<file path="config.mk">
export PLATFORM = sky130hd
export DESIGN_NAME = distance_filter
export DESIGN_NICKNAME = d
export VERILOG_FILES = /design/src/rtl/distance_filter.sv
export SDC_FILE = /design/constraint.sdc
export NUM_CORES = 1
export LEC_CHECK = 0
export CORE_ASPECT_RATIO = 0.5
export CORE_MARGIN = 3
export CORE_UTILIZATION = 30
export CTS_BUF_LIST = sky130_fd_sc_hd__clkbuf_2 sky130_fd_sc_hd__clkbuf_4 sky130_fd_sc_hd__clkbuf_8
export CTS_CLUSTER_DIAMETER = 150
export DETAILED_ROUTE_END_ITERATION = 12
export HOLD_SLACK_MARGIN = 0.05
export SYNTH_ARGS = -nofsm -noshare
export SYNTH_HDL_FRONTEND = slang
export SYNTH_SLANG_ARGS = --single-unit
</file>
<file path="constraint.sdc">
create_clock -name clk -period 11.6 [get_ports clk]
set_input_delay 1.16 -clock clk [delete_from_list [all_inputs] [get_ports clk]]
set_output_delay 1.16 -clock clk [all_outputs]
set_load 0.005 [all_outputs]
</file>
<file path="src/rtl/distance_filter.sv">
// Ultrasonic range conditioner: rejects out-of-range echoes, averages the last
// 2**DEPTH_LOG2 accepted samples and flags steady and lost-target conditions.
module distance_filter #(
    parameter int unsigned DEPTH_LOG2 = 2,
    parameter logic [16:0] MAX_DIST   = 17'd100000,
    parameter logic [16:0] STABLE_TOL = 17'd50,
    parameter int unsigned STABLE_CNT = 8,
    parameter int unsigned MISS_LIMIT = 3
) (
    input  logic        clk,
    input  logic        rst,
    input  logic        valid_i,
    input  logic [16:0] distance_i,
    input  logic        flush_i,
    output logic [16:0] dist_o,
    output logic        dist_valid_o,
    output logic        stable_o,
    output logic [7:0]  stable_cnt_o,
    output logic        lost_o
);

    localparam int unsigned DW     = 17;
    localparam int unsigned DEPTH  = 1 << DEPTH_LOG2;
    localparam int unsigned SUM_W  = DW + DEPTH_LOG2;
    localparam int unsigned FILL_W = DEPTH_LOG2 + 1;
    localparam int unsigned CNT_W  = 8;

    logic [DW-1:0]         win [DEPTH];
    logic [DEPTH_LOG2-1:0] wr_ptr;
    logic [FILL_W-1:0]     fill_cnt;
    logic [SUM_W-1:0]      sum;
    logic [CNT_W-1:0]      miss_cnt;

    logic              accept_c;
    logic              reject_c;
    logic              full_c;
    logic              emit_c;
    logic [SUM_W-1:0]  sum_next_c;
    logic [DW-1:0]     avg_c;
    logic [DW-1:0]     diff_c;
    logic [CNT_W-1:0]  stable_cnt_next_c;
    logic [CNT_W-1:0]  miss_next_c;

    // Sample classification, running-sum update and steadiness evaluation
    always_comb begin
        accept_c = valid_i && !flush_i && (distance_i != '0) && (distance_i <= MAX_DIST);
        reject_c = valid_i && !flush_i && !accept_c;
        full_c   = (fill_cnt == FILL_W'(DEPTH));
        emit_c   = accept_c && (full_c || (fill_cnt == FILL_W'(DEPTH - 1)));

        if (full_c) begin
            sum_next_c = sum - SUM_W'(win[wr_ptr]) + SUM_W'(distance_i);
        end else begin
            sum_next_c = sum + SUM_W'(distance_i);
        end
        avg_c = DW'(sum_next_c >> DEPTH_LOG2);

        if (avg_c >= dist_o) begin
            diff_c = avg_c - dist_o;
        end else begin
            diff_c = dist_o - avg_c;
        end

        // The first average after a (re)fill has no valid predecessor
        stable_cnt_next_c = '0;
        if (full_c && (diff_c <= STABLE_TOL)) begin
            if (stable_cnt_o == CNT_W'(STABLE_CNT)) begin
                stable_cnt_next_c = stable_cnt_o;
            end else begin
                stable_cnt_next_c = stable_cnt_o + CNT_W'(1);
            end
        end

        if (miss_cnt == CNT_W'(MISS_LIMIT)) begin
            miss_next_c = miss_cnt;
        end else begin
            miss_next_c = miss_cnt + CNT_W'(1);
        end
    end

    always_ff @(posedge clk) begin
        if (rst) begin
            for (int unsigned i = 0; i < DEPTH; i++) begin
                win[i] <= '0;
            end
            wr_ptr       <= '0;
            fill_cnt     <= '0;
            sum          <= '0;
            miss_cnt     <= '0;
            dist_o       <= '0;
            dist_valid_o <= 1'b0;
            stable_o     <= 1'b0;
            stable_cnt_o <= '0;
            lost_o       <= 1'b0;
        end else begin
            dist_valid_o <= 1'b0;
            if (flush_i) begin
                wr_ptr       <= '0;
                fill_cnt     <= '0;
                sum          <= '0;
                miss_cnt     <= '0;
                stable_cnt_o <= '0;
                stable_o     <= 1'b0;
            end else if (accept_c) begin
                win[wr_ptr] <= distance_i;
                wr_ptr      <= wr_ptr + 1'b1;
                sum         <= sum_next_c;
                miss_cnt    <= '0;
                lost_o      <= 1'b0;
                if (!full_c) begin
                    fill_cnt <= fill_cnt + 1'b1;
                end
                if (emit_c) begin
                    dist_o       <= avg_c;
                    dist_valid_o <= 1'b1;
                    stable_cnt_o <= stable_cnt_next_c;
                    stable_o     <= (stable_cnt_next_c == CNT_W'(STABLE_CNT));
                end
            end else if (reject_c) begin
                miss_cnt <= miss_next_c;
                // Target lost: drop the window so averaging restarts from scratch
                if (miss_next_c == CNT_W'(MISS_LIMIT)) begin
                    lost_o       <= 1'b1;
                    stable_cnt_o <= '0;
                    stable_o     <= 1'b0;
                    wr_ptr       <= '0;
                    fill_cnt     <= '0;
                    sum          <= '0;
                end
            end
        end
    end

endmodule

</file>
==> results of run 1 <==
[sequential cells by signal, summed over array words and instances, names as in the netlist, named ones only]
signal and cells:
win 68, lost_o 1, fill_cnt 3, stable_cnt_o 8, wr_ptr 2, stable_o 1
dist_o 17, sum 19, miss_cnt 8, dist_valid_o 1
[metal layers]
layer	track usage [%]	share of wire (%)	vias to the layer above	routed length (um)
li1	-	-	4172	-
met5	0	0	-	0
met1	22.5	47	4163	13600
met4	4.92	1.9	0	555
met3	2.52	5.3	29	1540
met2	26.1	45	250	13100
[how the worst max path moves through the flow]
| stage | end | slack (ns) | cells after the start | startpoint |
|---|---|---|---|---|
| 6_report | stable_cnt_o[7] | 2.91 | 23 | distance_i[1] |
| 5_1_grt | stable_o | 2.11 | 25 | distance_i[6] |
| 4_1_cts | stable_o | 2.99 | 23 | distance_i[1] |
| 3_5_place_dp | stable_o | 2.51 | 23 | distance_i[1] |
| 3_3_place_gp | stable_o | 2.83 | 26 | distance_i[1] |
| 2_1_floorplan | stable_cnt_o[0] | 4.31 | 30 | flop |
[logic make-up after synthesis]
logic type      after synthesis  share of synthesized area (%)
fa+ha+maj                    94                           13.2
xor+xnor                     49                           4.27
simple gates                404                           20.7
flops                       130                           32.7
compound gates              272                           17.7
buf+inv                     181                           6.93
mux                          24                           4.52
[stage by stage]
step	area [um^2]	std cells	utilization, %	setup WS [ns]
5_1_grt	11400	1620	35.1	2.11
3_3_place_gp	10900	1588	33.8	2.83
6_report	11400	1620	35.1	2.91
3_5_place_dp	10900	1588	33.8	2.51
4_1_cts	11400	1620	35.1	2.99
2_1_floorplan	10000	1154	-	4.31
[Yosys cell counts (10+ instances only)]
library cell	number
o21a_1	10
xnor2_1	29
xor2_1	20
nand2b_1	17
a21oi_1	83
nor4_1	24
ha_1	74
and2_1	39
a211oi_1	28
mux4_2	17
nand3_1	31
nor3_1	31
fa_1	20
o21ai_0	45
nand4_1	13
nor2_1	108
a31oi_1	14
dfxtp_1	62
nand2_1	73
inv_1	123
nor2b_1	12
edfxtp_1	68
a21o_1	11
clkbuf_1	48
[power groups by stage]
stage	Combinational (W)	Sequential, W	Clock (W)
after detailed placement	0.000313	0.000513	0
after floorplan	0.000235	0.000510	0
after CTS	0.000315	0.000502	0.000440
final	0.000318	0.000502	0.000430
after global routing	0.000354	0.000504	0.000462
after global placement	0.000309	0.000512	0
[worst max-delay path, cell delays in order]
cell and delay, ns:
clkdlybuf4s50_1 0.64, inv_1 0.16, fa_1 0.56, fa_1 0.49
nor2b_1 0.18, o21a_1 0.14, o21ai_0 0.16, a211oi_1 0.56
o31ai_1 0.20, xnor2_1 0.15, o21ai_0 0.41, inv_1 0.14
ha_1 0.51, nand3_2 0.17, nor2_1 0.26, nand4_1 0.13
a21oi_1 0.74, or2_1 0.39, nand4b_1 0.14, a211o_1 0.32
nor4b_2 0.90, nand4b_1 0.30, o21ai_0 0.25
[area by class of cell]
| class | instances | area share [%] |
|---|---|---|
| clock inverter | 15 | 1.74 |
| sequential | 130 | 28.9 |
| timing repair buffer | 60 | 5.02 |
| clock buffer | 17 | 2.06 |
| tap | 432 | 4.76 |
| multi-input combinational | 843 | 53.5 |
| inverter | 123 | 4.06 |
==> impl_metrics.py, run 1 <==
metrics = {
    "floorplan": {
        "start_util_pct": 31.0,
        "core_mm2": 0.0323,
        "boundaryPins": 49,
        "die_x_um": 265,
        "die_h_um": 135,
        "die_area_mm2": 0.0358,
        "placementRows": 46,
    },
    "placement": {
        "numPortBuffers": 48,
        "gp_congestion": 0.887,
        "hpwl_mm": 22.1,
    },
    "detailed_routing": {
        "ant_nets": 0,
        "drc": 0,
        "drt-initial-drc-count": 628,
        "wl_per_cell_um": 17.8,
        "routed_wl_mm": 28.8,
        "num_vias": 8614,
        "dr.pass1.iters": 5,
        "viasPerCell": 5.32,
    },
    "final_layout": {
        "layout.nets": 1290,
        "ff_latch_area_mm2": 0.00328,
        "fillers": 3332,
        "layout_commonest_cell": "inv_1",
        "antenna_cells": 0,
        "layout-drive-gt1-share_pct": 7.24,
        "final_cell_mix": "inv_1 (123), nor2_1 (108), a21oi_1 (83)",
        "layout-area-overhead-vs-synth_pct": 13.1,
        "multi_input_comb_area_mm2": 0.00607,
    },
    "clocking": {
        "numCtsBuffers": 17,
        "cts_buffer_depth": 2,
        "cts_tree": "built",
        "clock-sinks": 130,
        "postCtsSetupBuffers": 0,
        "path_clk_slew_ns": 0.09,
        "post_cts_resized": 0,
        "cts_root_buffer": "clkbuf_8",
        "h-tree-depth": 4,
        "cts_hold_buf": 0,
        "clk_latency_ns": 0.46,
    },
    "sta": {
        "max_freq_ghz": 0.115,
        "worst_slew_pin_slew_ns": 1.05,
        "final.setup.tns_ns": 0,
        "rsz0062_at_grt": "false",
        "holdWs_ns": 0.465,
        "min_period_over_period_pct": 74.9,
        "relSlewSlack_pct": 29.6,
        "finalSetupViolCount": 0,
        "finalCriticalPeriod_ns": 8.69,
        "fin_skew_ns": 0.0220,
        "final_hold_viol_count": 0,
        "maxSlewViolCount": 0,
    },
    "setup_path": {
        "rr_endpoint": "stable_cnt_o[7]",
        "path_max_fanout": 12,
        "worst_setup_path_end_kind": "flop",
        "setup.worst_path.class": "in -> reg",
        "cp_data_required_time_ns": 11.97,
        "worst_setup_path_start_kind": "input pin",
        "rr_worst_depth": 25,
        "arrival_ns": 9.06,
        "r2r_slack_ns": 3.14,
    },
    "synth": {
        "yosys-top-cells-area": "edfxtp_1 (20%), dfxtp_1 (12%), ha_1 (9.2%), inv_1 (4.6%), a21oi_1 (4.1%)",
        "synth_cell_types": 83,
        "netlist_instances": 1154,
        "ys_ff_latch": 130,
        "synth_area_leader_cell": "edfxtp_1",
        "synth_top_area_share_pct": 20.3,
        "syn-num-nets": 1269,
        "ys_seq_area_share_pct": 32.7,
        "syn_area_per_cell_um2": 8.70,
        "async_flop_share_pct": 0,
        "ys_dominant_reg_cell": "edfxtp_1",
        "syn-cell-area_mm2": 0.0100,
        "synth_edf_count": 68,
        "yosysWarnings": 0,
    },
    "power_and_ir_drop": {
        "power_leakage_nw": 4.40,
        "swShare_pct": 33.1,
        "combinationalPowerShare_pct": 25.5,
        "finalPower_w": 0.00125,
        "p_clk_share_pct": 34.4,
        "peakVddDrop_uv": 59.3,
        "seq_power_share_pct": 40.2,
        "power_density_mw_per_mm2": 110,
        "switchingPower_w": 0.000414,
        "p_int_w": 0.000836,
    },
    "grt": {
        "grt_max_degree": 36,
        "grtUsageTotal_pct": 16.2,
        "grt_pass1_vias": 8363,
        "antenna_found_initial": 0,
        "grt_pass1_wl_mm": 45.8,
        "grt-ovfl-total": 0,
    },
    "hold_path": {
        "hold_class": "reg -> reg",
        "worstHoldStart": "lost_o",
        "hold_path_end": "lost_o",
        "hold_path_depth": 2,
    },
    "job": {
        "cap_violations": 0,
    },
    "run_status": {
        "status": "complete, no violations",
    },
}
Note: power is estimated with default switching activity, not from simulation.
==> run 2, diff against run 1 <==
Clock period 11.6 ns to 9 ns, I/O delays scaled along.
==> run 2 against run 1 <==
  * Combinational power rose by 29%
  * Critical path type is now reg -> reg
  * Cell count increased by 0.31%
  * Global-route usage decreased by 0.080 points
  * Sequential power increased by 29%
  * Clock skew shrank 0.0058 ns
  * Critical path depth increased by 2
  * Largest power group unchanged
  * Largest cell class unchanged
==> impl_metrics.py, run 2 (synthesis results as in run 1) <==
metrics = {
    "setup_path": {
        "arrival_ns": 8.55,
        "cp.depth": 25,
        "rr_endpoint": "stable_cnt_o[5]",
        "setup.worst_path.class": "reg -> reg",
        "cpLargestDelayFamily": "compound AO/OA/AOI/OAI gates",
        "crit_slowest_cell": "dfxtp_1",
        "worst_setup_path_end_kind": "flop",
        "crit_path_end": "stable_cnt_o[5]",
        "crit_path_max_incr_delay_ns": 0.90,
        "cp_data_required_time_ns": 9.33,
        "rr_worst_depth": 25,
        "r2r_slack_ns": 0.78,
        "worst_setup_path_start_kind": "flop",
        "path_max_fanout": 12,
        "crit_buf_inv": 3,
    },
    "sta": {
        "finalCriticalPeriod_ns": 8.22,
        "rsz0062_at_grt": "false",
        "maxSlewViolCount": 0,
        "fin_skew_ns": 0.0162,
        "worst_slew_pin_slew_ns": 0.997,
        "relSlewSlack_pct": 33.3,
        "final.setup.tns_ns": 0,
        "finalSetupViolCount": 0,
        "max_freq_ghz": 0.122,
        "final_hold_viol_count": 0,
        "min_period_over_period_pct": 91.4,
    },
    "final_layout": {
        "final_cell_mix": "inv_1 (123), nor2_1 (108), a21oi_1 (83)",
        "layout_commonest_cell": "inv_1",
        "fin_cells": 1625,
        "largest_register_ffs": 68,
        "layout-area-overhead-vs-synth_pct": 12.8,
        "layout-drive-gt1-share_pct": 7.71,
        "largest_register": "win",
        "layout.nets": 1295,
        "largestRegisters": "win x68, sum x19, dist_o x17",
        "final_area_mm2": 0.0113,
        "antenna_cells": 0,
    },
    "power_and_ir_drop": {
        "power_leakage_nw": 4.40,
        "power_density_mw_per_mm2": 135,
        "peakVddDrop_uv": 90.2,
        "finalPower_w": 0.00153,
    },
    "detailed_routing": {
        "viasPerCell": 5.34,
        "drt-initial-drc-count": 784,
        "routed_wl_mm": 28.7,
        "ant_nets": 0,
        "num_vias": 8681,
        "dr.pass1.iters": 5,
        "drc": 0,
        "wl_per_cell_um": 17.6,
    },
    "placement": {
        "hpwl_mm": 21.6,
        "dpl_cell_area_mm2": 0.0110,
        "gp_congestion": 0.895,
        "numPortBuffers": 48,
        "dp.cells": 1593,
    },
    "floorplan": {
        "boundaryPins": 49,
        "placementRows": 46,
        "die_x_um": 265,
        "start_util_pct": 31.0,
        "core_mm2": 0.0323,
        "die_h_um": 135,
        "die_area_mm2": 0.0358,
    },
    "grt": {
        "grt-ovfl-total": 0,
        "grt_pass1_wl_mm": 45.6,
        "grt_pass1_vias": 8331,
        "grt_max_degree": 36,
        "grtUsageTotal_pct": 16.1,
        "antenna_found_initial": 1,
    },
    "clocking": {
        "h-tree-depth": 4,
        "cts_root_buffer": "clkbuf_8",
        "postCtsSetupBuffers": 0,
        "clk_latency_ns": 0.46,
        "clock-sinks": 130,
        "cts_buffer_depth": 2,
        "path_clk_slew_ns": 0.08,
        "cts_tree": "built",
        "numCtsBuffers": 17,
    },
    "job": {
        "cap_violations": 0,
    },
    "hold_path": {
        "hold_class": "reg -> reg",
        "worstHoldStart": "stable_o",
    },
    "run_status": {
        "status": "complete, no violations",
    },
}
## run 2: layer usage
metal  part of all wire, %  vias up  routed length [um]  global-route usage, %
met5                     0        -                   0                      0
met4                   1.6        0                 456                   4.16
met3                   5.8       33                1660                   2.69
met2                    46      300               13100                   26.4
met1                    47     4154               13500                   22.3
li1                      -     4194                   -                      -
## run 2: worst min-delay path, cell delays in order (launching register included)
cell and delay (ns):
dfxtp_1 0.33, nand2_1 0.04, o21ai_0 0.05
## run 2: how the worst min path moves through the flow
stage                     to  cells past startpoint
detailed placement  stable_o                      2
CTS                 stable_o                      2
finish              stable_o                      2
global placement    stable_o                      2
global route        stable_o                      2
floorplan           stable_o                      2
## run 2: where the power goes
| group | internal, W | leakage (nW) | total [W] | switching (W) |
|---|---|---|---|---|
| registers | 0.000639 | 1.20 | 0.000647 | 0.00000726 |
| clock network | 0.000197 | 0.174 | 0.000470 | 0.000273 |
| logic | 0.000157 | 3.03 | 0.000411 | 0.000254 |
## run 2: repair_timing
item	in CTS	in global routing
resized for setup	0	1
setup endpoints to repair	0	1
hold buffers	0	0
hold endpoints to repair	0	0
## run 2: cell type report
cell class                      instances  area (um^2)
Sequential cell                       130         3280
Inverter                              123          462
Multi-Input combinational cell        843         6080
Clock inverter                         15          120
Fill cell                            3322        21000
Clock buffer                           17          234
Tap cell                              432          541
Timing Repair Buffer                   65          608
## run 2: metrics by stage
step           utilization [%]  hold slack [ns]  worst slack (ns)
6_report                  35.0            0.455             0.776
5_1_grt                   35.0            0.521            0.0756
4_1_cts                   35.0            0.462             0.787
3_5_place_dp              33.9            0.443             0.677
3_3_place_gp              33.9            0.440             0.919
2_1_floorplan                -            0.449              1.71
